==> config.mk <==
export PLATFORM = sky130hd
export DESIGN_NAME = lc3_datapath_mc
export DESIGN_NICKNAME = d
export VERILOG_FILES = /design/src/rtl/lc3_dp_pkg.sv /design/src/rtl/lc3_dp_regfile.sv /design/src/rtl/lc3_datapath_mc.sv
export SDC_FILE = /design/constraint.sdc
export NUM_CORES = 1
export LEC_CHECK = 0
export BUFFER_PORTS_ARGS = -buffer_cell sky130_fd_sc_hd__buf_2
export CORE_ASPECT_RATIO = 0.9
export CORE_MARGIN = 4
export CORE_UTILIZATION = 40
export CTS_CLUSTER_DIAMETER = 120
export CTS_CLUSTER_SIZE = 20
export DETAILED_ROUTE_END_ITERATION = 8
export PLACE_DENSITY = 0.55
export SETUP_SLACK_MARGIN = 0.1
export SYNTH_ARGS = -nofsm -noshare
export SYNTH_HDL_FRONTEND = slang
export SYNTH_HIERARCHICAL = 1
export SYNTH_SLANG_ARGS = --single-unit
export TNS_END_PERCENT = 100
==> constraint.sdc <==
create_clock -name clk -period 12.9 [get_ports clk]
set_input_delay 1.29 -clock clk [delete_from_list [all_inputs] [get_ports clk]]
set_output_delay 1.29 -clock clk [all_outputs]
set_load 0.02 [all_outputs]
==> src/rtl/lc3_dp_pkg.sv <==
// Shared types for the multi-cycle LC-3 datapath: control word layout, mux selects and memory FSM states.
package lc3_dp_pkg;

  typedef enum logic [2:0] {
    GATE_NONE   = 3'd0,
    GATE_PC     = 3'd1,
    GATE_MARMUX = 3'd2,
    GATE_ALU    = 3'd3,
    GATE_MDR    = 3'd4,
    GATE_PC_M1  = 3'd5
  } gate_e;

  typedef enum logic [1:0] {
    ALU_ADD   = 2'd0,
    ALU_AND   = 2'd1,
    ALU_NOT   = 2'd2,
    ALU_PASSA = 2'd3
  } aluk_e;

  typedef enum logic {
    ADDR1_PC  = 1'b0,
    ADDR1_SR1 = 1'b1
  } addr1_e;

  typedef enum logic [1:0] {
    ADDR2_ZERO  = 2'd0,
    ADDR2_OFF6  = 2'd1,
    ADDR2_OFF9  = 2'd2,
    ADDR2_OFF11 = 2'd3
  } addr2_e;

  typedef enum logic [1:0] {
    PCMUX_INC  = 2'd0,
    PCMUX_BUS  = 2'd1,
    PCMUX_ADDR = 2'd2
  } pcmux_e;

  typedef enum logic {
    MARMUX_ADDR  = 1'b0,
    MARMUX_ZEXT8 = 1'b1
  } marmux_e;

  typedef enum logic {
    ST_IDLE = 1'b0,
    ST_MEM  = 1'b1
  } mem_state_e;

  // Register indices are sized for the largest supported file; the datapath uses the low bits.
  localparam int REG_IDX_W = 5;

  typedef struct packed {
    gate_e                gate;
    aluk_e                aluk;
    addr1_e               addr1;
    addr2_e               addr2;
    pcmux_e               pcmux;
    marmux_e              marmux;
    logic                 ld_pc;
    logic                 ld_ir;
    logic                 ld_reg;
    logic                 ld_mar;
    logic                 ld_mdr;
    logic                 ld_cc;
    logic                 ld_ben;
    logic                 ld_psr;
    logic                 mem_en;
    logic                 mem_we;
    logic [REG_IDX_W-1:0] dr;
    logic [REG_IDX_W-1:0] sr1;
    logic [REG_IDX_W-1:0] sr2;
  } dm_ctrl_t;

  localparam int CTRL_W = $bits(dm_ctrl_t);

  function automatic logic calc_ben(input logic [2:0] irNzp, input logic n, input logic z,
                                    input logic p);
    return (irNzp[2] & n) | (irNzp[1] & z) | (irNzp[0] & p);
  endfunction

endpackage

==> src/rtl/lc3_dp_regfile.sv <==
// General-purpose register file: NREG x DW, two asynchronous read ports, one synchronous write port.
module lc3_dp_regfile #(
  parameter int DW   = 16,
  parameter int NREG = 8,
  parameter int AW   = $clog2(NREG)
) (
  input  logic          clk,
  input  logic          rst_n,
  input  logic          i_wr_en,
  input  logic [AW-1:0] i_wr_addr,
  input  logic [DW-1:0] i_wr_data,
  input  logic [AW-1:0] i_rd_addr_a,
  input  logic [AW-1:0] i_rd_addr_b,
  output logic [DW-1:0] o_rd_data_a,
  output logic [DW-1:0] o_rd_data_b
);

  logic [DW-1:0] r_regs [NREG];

  always_ff @(posedge clk) begin
    if (!rst_n) begin
      for (int i = 0; i < NREG; i++) begin
        r_regs[i] <= '0;
      end
    end else if (i_wr_en) begin
      r_regs[i_wr_addr] <= i_wr_data;
    end
  end

  assign o_rd_data_a = r_regs[i_rd_addr_a];
  assign o_rd_data_b = r_regs[i_rd_addr_b];

endmodule

==> src/rtl/lc3_datapath_mc.sv <==
// Multi-cycle LC-3 datapath around a single internal bus with a req/ack memory port.
// Define LC3_DATAPATH_ACV_EN to enable user-mode access-violation checking on MAR.
module lc3_datapath_mc
  import lc3_dp_pkg::*;
#(
  parameter int          DW       = 16,
  parameter int          NREG     = 8,
  parameter logic [15:0] RESET_PC = 16'h3000,
  parameter logic [15:0] USER_LO  = 16'h3000,
  parameter logic [15:0] IO_BASE  = 16'hFE00
) (
  input  logic          clk,
  input  logic          rst_n,
  input  dm_ctrl_t      i_ctrl,
  input  logic          i_ctrl_vld,
  output logic          o_ctrl_rdy,
  output logic          o_mem_req,
  output logic          o_mem_we,
  output logic [DW-1:0] o_mem_addr,
  output logic [DW-1:0] o_mem_wdata,
  input  logic [DW-1:0] i_mem_rdata,
  input  logic          i_mem_ack,
  output logic [3:0]    o_ir_op,
  output logic          o_ir_b11,
  output logic          o_ben,
  output logic          o_psr_15,
  output logic          o_acv
);

  localparam int AW = $clog2(NREG);

  mem_state_e    r_state;
  logic [DW-1:0] r_pc;
  logic [15:0]   r_ir;
  logic [DW-1:0] r_mar;
  logic [DW-1:0] r_mdr;
  logic          r_n;
  logic          r_z;
  logic          r_p;
  logic          r_ben;
  logic          r_psr15;
  logic          r_memWe;

  logic [DW-1:0] w_bus;
  logic [DW-1:0] w_sr1;
  logic [DW-1:0] w_sr2;
  logic [DW-1:0] w_aluB;
  logic [DW-1:0] w_aluOut;
  logic [DW-1:0] w_addr1;
  logic [DW-1:0] w_addr2;
  logic [DW-1:0] w_addrSum;
  logic [DW-1:0] w_marmux;
  logic [DW-1:0] w_pcNext;
  logic [DW-1:0] w_sext5;
  logic [DW-1:0] w_sext6;
  logic [DW-1:0] w_sext9;
  logic [DW-1:0] w_sext11;
  logic          w_accept;
  logic          w_acv;
  logic          w_busN;
  logic          w_busZ;
  logic          w_unusedIdx;

  assign w_accept = i_ctrl_vld && (r_state == ST_IDLE);

  assign w_sext5  = {{(DW-5){r_ir[4]}},   r_ir[4:0]};
  assign w_sext6  = {{(DW-6){r_ir[5]}},   r_ir[5:0]};
  assign w_sext9  = {{(DW-9){r_ir[8]}},   r_ir[8:0]};
  assign w_sext11 = {{(DW-11){r_ir[10]}}, r_ir[10:0]};

  lc3_dp_regfile #(
    .DW   (DW),
    .NREG (NREG),
    .AW   (AW)
  ) u_regfile (
    .clk         (clk),
    .rst_n       (rst_n),
    .i_wr_en     (w_accept && i_ctrl.ld_reg),
    .i_wr_addr   (i_ctrl.dr[AW-1:0]),
    .i_wr_data   (w_bus),
    .i_rd_addr_a (i_ctrl.sr1[AW-1:0]),
    .i_rd_addr_b (i_ctrl.sr2[AW-1:0]),
    .o_rd_data_a (w_sr1),
    .o_rd_data_b (w_sr2)
  );

  // Index bits above log2(NREG) are don't-care for smaller register files.
  assign w_unusedIdx = ^{i_ctrl.dr, i_ctrl.sr1, i_ctrl.sr2};

  assign w_aluB = r_ir[5] ? w_sext5 : w_sr2;

  always_comb begin
    w_aluOut = w_sr1;
    case (i_ctrl.aluk)
      ALU_ADD:   w_aluOut = w_sr1 + w_aluB;
      ALU_AND:   w_aluOut = w_sr1 & w_aluB;
      ALU_NOT:   w_aluOut = ~w_sr1;
      ALU_PASSA: w_aluOut = w_sr1;
      default:   w_aluOut = w_sr1;
    endcase
  end

  assign w_addr1 = (i_ctrl.addr1 == ADDR1_SR1) ? w_sr1 : r_pc;

  always_comb begin
    w_addr2 = '0;
    case (i_ctrl.addr2)
      ADDR2_ZERO:  w_addr2 = '0;
      ADDR2_OFF6:  w_addr2 = w_sext6;
      ADDR2_OFF9:  w_addr2 = w_sext9;
      ADDR2_OFF11: w_addr2 = w_sext11;
      default:     w_addr2 = '0;
    endcase
  end

  assign w_addrSum = w_addr1 + w_addr2;
  assign w_marmux  = (i_ctrl.marmux == MARMUX_ZEXT8) ? DW'(r_ir[7:0]) : w_addrSum;

  always_comb begin
    w_bus = '0;
    case (i_ctrl.gate)
      GATE_NONE:   w_bus = '0;
      GATE_PC:     w_bus = r_pc;
      GATE_MARMUX: w_bus = w_marmux;
      GATE_ALU:    w_bus = w_aluOut;
      GATE_MDR:    w_bus = r_mdr;
      GATE_PC_M1:  w_bus = r_pc - DW'(1);
      default:     w_bus = '0;
    endcase
  end

  always_comb begin
    w_pcNext = r_pc + DW'(1);
    case (i_ctrl.pcmux)
      PCMUX_INC:  w_pcNext = r_pc + DW'(1);
      PCMUX_BUS:  w_pcNext = w_bus;
      PCMUX_ADDR: w_pcNext = w_addrSum;
      default:    w_pcNext = r_pc + DW'(1);
    endcase
  end

  assign w_busN = w_bus[DW-1];
  assign w_busZ = (w_bus == '0);

`ifdef LC3_DATAPATH_ACV_EN
  assign w_acv = r_psr15 && ((r_mar < DW'(USER_LO)) || (r_mar >= DW'(IO_BASE)));
`else
  logic w_unusedCfg;
  assign w_unusedCfg = ^{USER_LO, IO_BASE};
  assign w_acv       = 1'b0;
`endif

  // Architectural registers and the memory FSM share one edge so that every load in an
  // accepted word, including the transition into MEM, lands together.
  always_ff @(posedge clk) begin
    if (!rst_n) begin
      r_state <= ST_IDLE;
      r_pc    <= DW'(RESET_PC);
      r_ir    <= '0;
      r_mar   <= '0;
      r_mdr   <= '0;
      r_n     <= 1'b0;
      r_z     <= 1'b1;
      r_p     <= 1'b0;
      r_ben   <= 1'b0;
      r_psr15 <= 1'b0;
      r_memWe <= 1'b0;
    end else begin
      if (w_accept) begin
        if (i_ctrl.ld_pc)  r_pc    <= w_pcNext;
        if (i_ctrl.ld_ir)  r_ir    <= w_bus[15:0];
        if (i_ctrl.ld_mar) r_mar   <= w_bus;
        if (i_ctrl.ld_psr) r_psr15 <= w_bus[15];
        if (i_ctrl.ld_mdr && !i_ctrl.mem_en) r_mdr <= w_bus;
        if (i_ctrl.ld_cc) begin
          r_n <= w_busN;
          r_z <= w_busZ;
          r_p <= !w_busN && !w_busZ;
        end
        if (i_ctrl.ld_ben) r_ben <= calc_ben(r_ir[11:9], r_n, r_z, r_p);
        if (i_ctrl.mem_en && !w_acv) begin
          r_state <= ST_MEM;
          r_memWe <= i_ctrl.mem_we;
        end
      end
      if ((r_state == ST_MEM) && i_mem_ack) begin
        r_state <= ST_IDLE;
        r_memWe <= 1'b0;
        if (!r_memWe) r_mdr <= i_mem_rdata;
      end
    end
  end

  assign o_ctrl_rdy  = (r_state == ST_IDLE);
  assign o_mem_req   = (r_state == ST_MEM);
  assign o_mem_we    = r_memWe;
  assign o_mem_addr  = r_mar;
  assign o_mem_wdata = r_mdr;
  assign o_ir_op     = r_ir[15:12];
  assign o_ir_b11    = r_ir[11];
  assign o_ben       = r_ben;
  assign o_psr_15    = r_psr15;
  assign o_acv       = w_acv;

endmodule
==> results.ini <==
[status]
outcome=complete, no violations

[clock_network]
cts_hold_buffers=0
post_cts_resized=0
cts-buffers-inserted=17
cts_root_buffer=clkbuf_16
cts-htree-levels=4
post-cts-setup-buffers=0
clk_latency_ns=0.46
path_clk_slew_ns=0.08
cts_buffer_depth=2
cts_tree=yes
cts_sinks=199

[detailed_routing]
viasPerCell=6.07
drt-pass1-iter-count=5
vias=10805
wire_per_inst_um=23.7
antenna_left=0
drt_wl_total_um=42100
drc=0
drt_iter0_drc=1021

[yosys]
synthArstFlopShare_pct=0
synth_edf_count=128
synth_area_um2=13400
syn_nets=1409
synth_seq_cells=199
yosysWarningCount=6
synth-main-ff-cell=edfxtp_1
syn_area_per_cell_um2=10.2
syn_inst=1316
ys_seq_area_share_pct=39.2
synthDistinctLibCells=88

[job]
drv_cap=0

[grt]
antenna_found_initial=2
grt_first_pass_wirelength_um=63400
grt.total_usage_pct=22.5
grt_pass1_vias=10424
overflow=0
grt_max_degree=69

[floorplanning]
core_um2=33000
design.die.area_um2=36600
fp.dieW_um=201
ios=99
start_util_pct=40.7
die_y_um=182
row_count=63

[final_layout]
n_antenna_cell=0
fillCellCount=3160
nets=1437
area_growth_pct=9.67
final_common_cell=nor3_1
most-common-layout-cells=nor3_1 (149), edfxtp_1 (128), nor2_1 (106)
fin_area_um2=14700
drive_gt1_share_pct=18.2
fin_cells=1779

[placed_design]
dp_hpwl_um=28900
port_buffers=91
gp_congestion=0.874
placed_area_um2=14100
dp_cells=1747

[sta]
period_needed_ns=6.33
tightest_slew_ns=1.01
slew_viol_final=0
rsz0062_at_grt=false
setup_viol=0
maxSlewHeadroom_pct=32.5
fin_skew_ns=0.0185
fin_tns_setup_ns=0
hold_viol_final=0
period_share_pct=49.1
max_clock_freq_ghz=0.158

[power_and_ir_drop]
cellLeakagePower_nw=5.62
power.density_nw_per_um2=114
totalPowerFinal_mw=1.68
ir_worst_vdd_uv=79.8

[min_path]
hold_class=reg -> reg

[critical_path]
arrival_ns=6.49
worstPathMaxFanout=32
critPathRequiredTime_ns=13.06
crit_type=in -> reg
critPathCaptureType=flip-flop
critPathLaunchType=input pin

==> cell type report <==
cell class / count / area [um^2] / share of cell area [%]
inverter: 60 / 225 / 1.53
multi-input combinational: 946 / 7450 / 50.5
sequential: 199 / 5270 / 35.7
clock inverter: 14 / 169 / 1.15
timing repair buffer: 120 / 673 / 4.57
clock buffer: 18 / 429 / 2.91
tap: 422 / 528 / 3.58
==> sequential cells by signal (all words and copies together) (netlist names), 16 cells and up <==
name / cells
u_regfile/r_regs: 128
o_mem_addr: 16
o_mem_wdata: 16
r_ir: 16
r_pc: 16
==> final timing paths <==
kind | from | to | slack [ns] | depth (start not counted)
worst max register to register | u_regfile/r_regs[3][0]$_SDFFCE_PN0P_ | u_regfile/r_regs[6][14]$_SDFFCE_PN0P_ | 7.70 | 16
worst min-delay path | o_mem_addr[2]$_SDFFE_PN0P_ | o_mem_addr[2]$_SDFFE_PN0P_ | 0.47 | 2
worst min register to register | o_mem_addr[2]$_SDFFE_PN0P_ | o_mem_addr[2]$_SDFFE_PN0P_ | 0.47 | 2
worst max-delay path | i_ctrl[5] | u_regfile/r_regs[6][14]$_SDFFCE_PN0P_ | 6.57 | 18
==> power breakdown <==
group	switching, mW	internal, mW
combinational	0.247	0.146
clock	0.266	0.292
sequential	0.0208	0.704
total	0.535	1.14
==> logic make-up after synthesis <==
kind of cell | Yosys count | synth area share, %
xor gates and xnor gates | 52 | 3.45
adders and majority gates | 37 | 3.56
other | 1 | 0.0279
buffers and inverters | 171 | 5.72
and+or+nand+nor | 438 | 15.9
DFF | 199 | 39.2
muxes | 121 | 17.0
AOI/OAI and AO/OA | 297 | 15.2
==> worst max-delay path: stages <==
cell	delay (ns)
buf_2	0.07
buf_4	0.48
mux4_1	0.63
mux2_2	0.34
nand2_1	0.08
o21ai_0	0.09
ha_1	0.24
fa_1	0.47
a21o_1	0.20
a221oi_2	0.30
o21ai_1	0.22
a31oi_1	0.39
a31oi_1	0.16
xor2_1	0.18
a211oi_2	0.80
inv_1	0.22
clkinv_1	0.21
nor3_1	0.09
==> per-stage QoR <==
stage,hold WS (ns),utilization [%],worst slack (ns)
6_report,0.467,44.6,6.57
3_5_place_dp,0.451,42.8,6.15
5_1_grt,0.511,44.6,6.40
2_1_floorplan,0.439,-,7.63
3_3_place_gp,0.444,42.8,6.17
4_1_cts,0.463,44.6,6.60
==> metal layers <==
layer	share of wire, %	vias to the layer above	track usage [%]	routed length, um
met3	6.4	42	3.29	2690
met4	1.9	0	5.71	804
met5	0	-	0	0
met2	46	333	36.1	19300
li1	-	5074	-	-
met1	46	5356	32.4	19300
==> Yosys cell counts, drive strengths merged, types with 11 or more instances <==
master  count  area (um^2)
o221ai     11         96.3
dfxtp      71         1420
nor3      149          746
nand3      17         85.1
a22oi      20          150
nand2      78          293
ha         35          438
nor2      108          408
edfxtp    128         3840
xor2       22          200
clkinv     17         63.8
a221oi     11          115
and3       12         76.3
buf        41          278
xnor2      30          263
nor2b      19          126
a21oi      66          334
inv        43          161
o21ai      72          364
mux4       64         1650
a211oi     54          443
mux2i      11          110
nand2b     12         75.1
mux2       46          518
clkbuf     70          265
Power figures use the tool's default switching activity.
